<file path="config.mk">
export PLATFORM = sky130hd
export DESIGN_NAME = fetch_queue
export DESIGN_NICKNAME = d
export VERILOG_FILES = /design/src/rtl/fetch_queue.sv
export SDC_FILE = /design/constraint.sdc
export NUM_CORES = 1
export LEC_CHECK = 0
export ABC_AREA = 1
export BUFFER_PORTS_ARGS = -buffer_cell sky130_fd_sc_hd__buf_2
export CAP_MARGIN = 10
export CORE_ASPECT_RATIO = 0.9
export CORE_MARGIN = 5
export CORE_UTILIZATION = 61
export CTS_CLUSTER_SIZE = 30
export DETAILED_ROUTE_END_ITERATION = 7
export PLACE_DENSITY_LB_ADDON = 0.15
export SKIP_CTS_REPAIR_TIMING = 1
export SYNTH_ARGS = -nofsm -noshare
export SYNTH_HDL_FRONTEND = slang
export SYNTH_SLANG_ARGS = --single-unit
export TNS_END_PERCENT = 50
</file>
<file path="constraint.sdc">
create_clock -name clk -period 3.1 [get_ports clk]
set_input_delay 0.62 -clock clk [delete_from_list [all_inputs] [get_ports clk]]
set_output_delay 0.62 -clock clk [all_outputs]
set_load 0.01 [all_outputs]
</file>
<file path="src/rtl/fetch_queue.sv">
// Instruction fetch stage: owns the fetch PC, keeps one imem request in flight and
// buffers returned instructions with their PCs in a small FIFO for decode.
module fetch_queue #(
    parameter logic [63:0] RESET_PC = 64'h8000_0000,
    parameter int unsigned DEPTH    = 2
) (
    input  logic        clk,
    input  logic        rst_n,
    output logic        imem_req_valid,
    input  logic        imem_req_ready,
    output logic [63:0] imem_req_addr,
    input  logic        imem_rsp_valid,
    input  logic [31:0] imem_rsp_data,
    input  logic        redirect_valid,
    input  logic [63:0] redirect_pc,
    output logic        out_valid,
    input  logic        out_ready,
    output logic [31:0] out_instr,
    output logic [63:0] out_pc
);
    localparam int AW = $clog2(DEPTH);
    localparam logic [AW:0] FULL = (AW+1)'(DEPTH);

    typedef enum logic [1:0] {IDLE, WAIT, DROP} state_e;

    state_e        state;
    logic [63:0]   fetch_pc;
    logic [63:0]   req_pc;
    logic          started;
    logic [AW-1:0] head;
    logic [AW-1:0] tail;
    logic [AW:0]   count;
    logic [31:0]   instr_mem [DEPTH];
    logic [63:0]   pc_mem    [DEPTH];

    logic req_fire;
    logic push;
    logic pop;
    logic unused_pc_bits;

    // Handshakes: a transfer happens in a cycle where valid and ready are both high;
    // valid never depends on ready. The response channel has no backpressure.
    assign imem_req_valid = started && (state == IDLE) && (count < FULL) && !redirect_valid;
    assign imem_req_addr  = fetch_pc;
    assign req_fire       = imem_req_valid && imem_req_ready;
    assign push           = (state == WAIT) && imem_rsp_valid && !redirect_valid;
    assign pop            = out_valid && out_ready && !redirect_valid;

    assign out_valid = (count != '0);
    assign out_instr = instr_mem[head];
    assign out_pc    = pc_mem[head];

    // Redirect targets are word aligned; the low two bits carry no information.
    assign unused_pc_bits = ^redirect_pc[1:0];

    always_ff @(posedge clk or negedge rst_n) begin
        if (!rst_n) begin
            state    <= IDLE;
            fetch_pc <= RESET_PC;
            req_pc   <= '0;
            started  <= 1'b0;
            head     <= '0;
            tail     <= '0;
            count    <= '0;
            for (int i = 0; i < DEPTH; i++) begin
                instr_mem[i] <= '0;
                pc_mem[i]    <= '0;
            end
        end else begin
            started <= 1'b1;
            if (redirect_valid) begin
                // Flush everything; an outstanding request's response must be swallowed.
                fetch_pc <= {redirect_pc[63:2], 2'b00};
                head     <= '0;
                tail     <= '0;
                count    <= '0;
                if (state != IDLE) begin
                    state <= imem_rsp_valid ? IDLE : DROP;
                end
            end else begin
                case (state)
                    IDLE: begin
                        if (req_fire) begin
                            req_pc   <= fetch_pc;
                            fetch_pc <= fetch_pc + 64'd4;
                            state    <= WAIT;
                        end
                    end
                    WAIT: begin
                        if (imem_rsp_valid) begin
                            instr_mem[tail] <= imem_rsp_data;
                            pc_mem[tail]    <= req_pc;
                            tail            <= tail + AW'(1);
                            state           <= IDLE;
                        end
                    end
                    DROP: begin
                        if (imem_rsp_valid) begin
                            state <= IDLE;
                        end
                    end
                    default: state <= IDLE;
                endcase

                if (pop) begin
                    head <= head + AW'(1);
                end

                case ({push, pop})
                    2'b10:   count <= count + (AW+1)'(1);
                    2'b01:   count <= count - (AW+1)'(1);
                    default: count <= count;
                endcase
            end
        end
    end
endmodule

</file>
# --- Word level (Yosys, flattened, before mapping) ---
# Cells that the tools add are included.
totals:
  inputBits: 102
  output_inout_bits: 162
  reg_bits: 327
op_classes:
  magnitude_cmp: 4
  add_sub_neg: 5
  bitwise_logic: 3
  eq_ne: 7
  n_reduce_logical: 25
  mux: 28
ops:
  columns: ["operator", "count"]
  rows:
  - ["$mux W64", 7]
  - ["$bwmux W128", 1]
  - ["$mux W32", 4]
  - ["$add A64 B3 Y64 const B", 1]
  - ["$bwmux W64", 1]
  - ["$demux W64 S1", 1]
  - ["$demux W32 S1", 1]
  - ["$reduce_bool A2 Y1", 7]
  - ["$mux W2", 6]
  - ["$logic_and A1 B1 Y1", 9]
  - ["$reduce_and A3 Y1", 3]
  - ["$pmux W2 S2", 2]
  - ["$mux W1", 5]
  - ["$eq A2 B1 Y1 const B", 2]
  - ["$eq A2 B2 Y1 const B", 2]
  - ["$ge A2 B2 Y1 const B", 2]
  - ["$not A1 Y2", 2]
  - ["$reduce_and A2 Y1", 2]
  - ["$ne A3 B1 Y1 const B", 1]
  - ["$ne A3 B3 Y1 const B", 1]
  - ["$reduce_bool A3 Y1", 1]
  - ["$add A1 B1 Y1 const B", 2]
  - ["$add A2 B1 Y2 const B", 1]
  - ["$logic_not A2 Y1", 1]
  - ["7 further kinds", 7]

# --- Longest topological paths before layout ---
depth:
  depth_word: 8
  ltp_mapped: 11

# --- Worst setup path before layout ---
# Ideal clock, no wire load.
synth_path:
  path_type: "register to output"
  startpoint: "register head"
  endpoint: "output port out_pc[24]"
  arrival_ns: 1.268
  setup_slack_ns: 1.212
  path_stages_with_launch: 7
  n_path_buf: 3
  required_time_ns: 2.480
  cell_sequence: "dfrtp_1 > clkbuf_1 > clkinv_1 > clkbuf_1 > buf_1 > nand2_1 > nand2_1"
synth_between:
  elab_chain_cells: 4
synth_lines:
  columns: ["element", "line", "rtl"]
  rows:
  - ["start: declaration", "30", "logic [AW-1:0] head;"]
  - ["start signal: assignment", "106", "head <= head + AW'(1);"]
  - ["$not A1 Y2 (not written as such)", "51", "assign out_pc = pc_mem[head];"]
  - ["$mux W64 (not written as such) (3 in a row)", "51", null]
  - ["end: declaration", "19", "output logic [63:0] out_pc"]
# Every way passes these cells. The select of a mux whose other input is x is not followed.

# --- Worst setup path after layout ---
layout_path:
  startpoint: "register head"
  endpoint: "output port out_pc[49]"
# Same word-level chain as after synthesis.

==> out/results.ini <==
[pwr]
p_leak_nw = 9.43
peakVddDrop_uv = 625
finalPower_mw = 15.2
power_density_mw_per_mm2 = 835

[flow_run]
maxCapViolations = 0

[critical_path]
cpPeakStageDelay_ps = 590
rr_endpoint = imem_req_addr[42]$_DFFE_PN0P_
worstSetupStartpointType = flip-flop
rr_worst_depth = 10
critPathMaxFanout = 44
cpMostUsedCell = nand2_1
timing.rr.start = state[0]$_DFFE_PN0P_
slowest_stage = dfrtp_4
crit_chain = buf_4 -> nand2_1 -> nand2_1 -> buf_2
critical_path_class = reg2out
cp-end-kind = output port
cp.required_ps = 2480
path_buf_inv = 2
rrSetupSlack_ps = 730
arrival_ps = 2030
crit_family = buffers and inverters

[grt]
grt_max_degree = 131
overflow = 0
grtUsageTotal = 0.303
antenna_found_initial = 2
grt_pass1_vias = 13331
grt_pass1_wl_mm = 69.9

[sta]
holdWs_ps = 107
finalWorstSetupSlack_ps = 445
finalSetupViolations = 0
slew_viol_final = 0
finalCritPeriodShare = 0.856
fmax_mhz = 377
skew_ps = 11.8
slew_headroom = 0.208
report.final.hold_viol_count = 0
rsz0062_at_grt = no
finalCriticalPeriod_ps = 2650
fin_tns_setup_ps = 0
tightest_slew_ps = 1190

[yosys]
synth_edf_count = 0
avgSynthCellArea_um2 = 7.75
synth_cell_types = 42
ys_seq_area_frac = 0.518
synth-main-ff-cell = dfrtp_1
synth_compound_area_frac = 0.116
synthAdderAreaFrac = 0.00244
async_flop_share = 1.00
synthMuxAreaShare = 0.000731
synth_area_mm2 = 0.0154
synth_top_family_by_area = simple AND/OR/NAND/NOR gates
ys_warn_count = 0
syn_inst = 1990
yosys.area_share.xor_xnor = 0.00398
synth-simple-area-share = 0.279
synth-seq-cells = 319

[cells_and_area]
syn_to_final_growth_pct = 17.8
final_cell_mix = nand2_1, dfrtp_1, o21ai_0
final_area_mm2 = 0.0182
fin_util = 0.725
drive_gt1_frac = 0.177
final_net_count = 2317
stdcell_count = 2581
final_common_cell = nand2_1

[clock_tree]
cts_tree = yes
cts_sinks = 319
ctsHtreeMaxLevel = 2
cts.clk_slew.worst_paths_ps = 60
clock_latency_ps = 520
max-clock-path-buffers = 3
cts_made_buffers = 34
root_buffer = clkbuf_16

[floorplanning]
fp.dieW_um = 178
die_h_um = 161
start_util = 0.615
die-area_mm2 = 0.0286
fp.coreArea_mm2 = 0.0250
num_rows = 55
pin_count = 264

[detailed_routing]
drc_errors = 0
drt_first_pass_iters = 5
wire_per_inst_um = 16.9
wl_mm = 43.5
routed_via_density = 5.43
route.vias.total = 14027
drtIter0Drc = 1331
antenna_left = 0

[placement]
place_ws_ps = 404
io_buffers = 257
dp.cells = 2518
hpwl_mm = 30.4
placed_cell_area_mm2 = 0.0170
gp_congestion = 0.962

[worst_hold_path]
hold_class = in2async

[status]
outcome = completed

==> how the worst max path moves through the flow <==
stage                                 from                             to  slack (ps)  depth (start not counted)
after global routing      head$_DFFE_PN0P_                     out_pc[44]         340                          4
final                     head$_DFFE_PN0P_                     out_pc[49]         450                          4
after detailed placement    redirect_valid  imem_req_addr[34]$_DFFE_PN0P_         400                          9
after CTS                 head$_DFFE_PN0P_                     out_pc[30]         460                          4
after global placement      redirect_valid  imem_req_addr[39]$_DFFE_PN0P_         430                          9
after floorplan           head$_DFFE_PN0P_                     out_pc[24]        1210                          6
==> metal layers <==
metal	up-vias	GRT usage	part of all wire
met3	89	0.0718	0.10
met2	652	0.442	0.43
li1	6730	-	-
met1	6552	0.454	0.44
met4	4	0.0928	0.030
met5	-	0	0.00041
==> cell usage after synthesis (3+ instances only) <==
library cell	number	share of area
nor3_1	9	0.0029
o211ai_1	3	0.0015
clkbuf_1	47	0.011
a22oi_1	3	0.0015
nor2_1	130	0.032
dfrtp_1	318	0.52
nand2_4	4	0.0029
nand2_1	701	0.17
nand4_1	22	0.0089
nand2_2	5	0.0020
nand3_1	81	0.026
nor2_4	9	0.0066
nor2_2	19	0.0077
inv_1	194	0.047
nand3_2	3	0.0019
buf_6	3	0.0022
inv_2	3	0.00073
o21ai_0	265	0.086
o21ai_1	17	0.0055
o21bai_1	13	0.0063
ha_1	3	0.0024
buf_1	5	0.0012
o22ai_1	5	0.0020
buf_2	37	0.012
a21oi_1	35	0.011
nand3b_1	22	0.011
clkinv_1	4	0.00097
buf_4	8	0.0039
xor2_1	6	0.0034
==> cell families (layout without fill, tap and decap cells) <==
| logic type | count (synthesis) | count (layout) |
|---|---|---|
| and+or+nand+nor | 1012 | 1012 |
| other | 2 | 6 |
| muxes | 1 | 1 |
| AOI/OAI and AO/OA | 344 | 344 |
| DFF | 319 | 319 |
| buffers and inverters | 302 | 547 |
| xor gates and xnor gates | 7 | 7 |
| adders and majority gates | 3 | 3 |
==> final cells by class <==
class                           count  area, µm²
Timing Repair Buffer              283       1590
Inverter                          202        761
Tap cell                          342        428
Clock buffer                       44        980
Antenna cell                        1       2.50
Clock inverter                     18        193
Fill cell                        2078       6890
Multi-Input combinational cell   1372       6220
Sequential cell                   319       7990
==> state kept, by name (all words and copies together), names as in the netlist, 2 cells and up <==
| register | count |
|---|---|
| pc_mem | 124 |
| instr_mem | 64 |
| imem_req_addr | 62 |
| req_pc | 62 |
| count | 2 |
| state | 2 |
==> where the power goes <==
part,switching [mW],leakage [nW],internal (mW)
Clock,1.69,0.585,2.51
Combinational,2.78,4.80,1.61
Sequential,0.894,4.05,5.67
Total,5.37,9.43,9.79
Power figures use the tool's default switching activity.
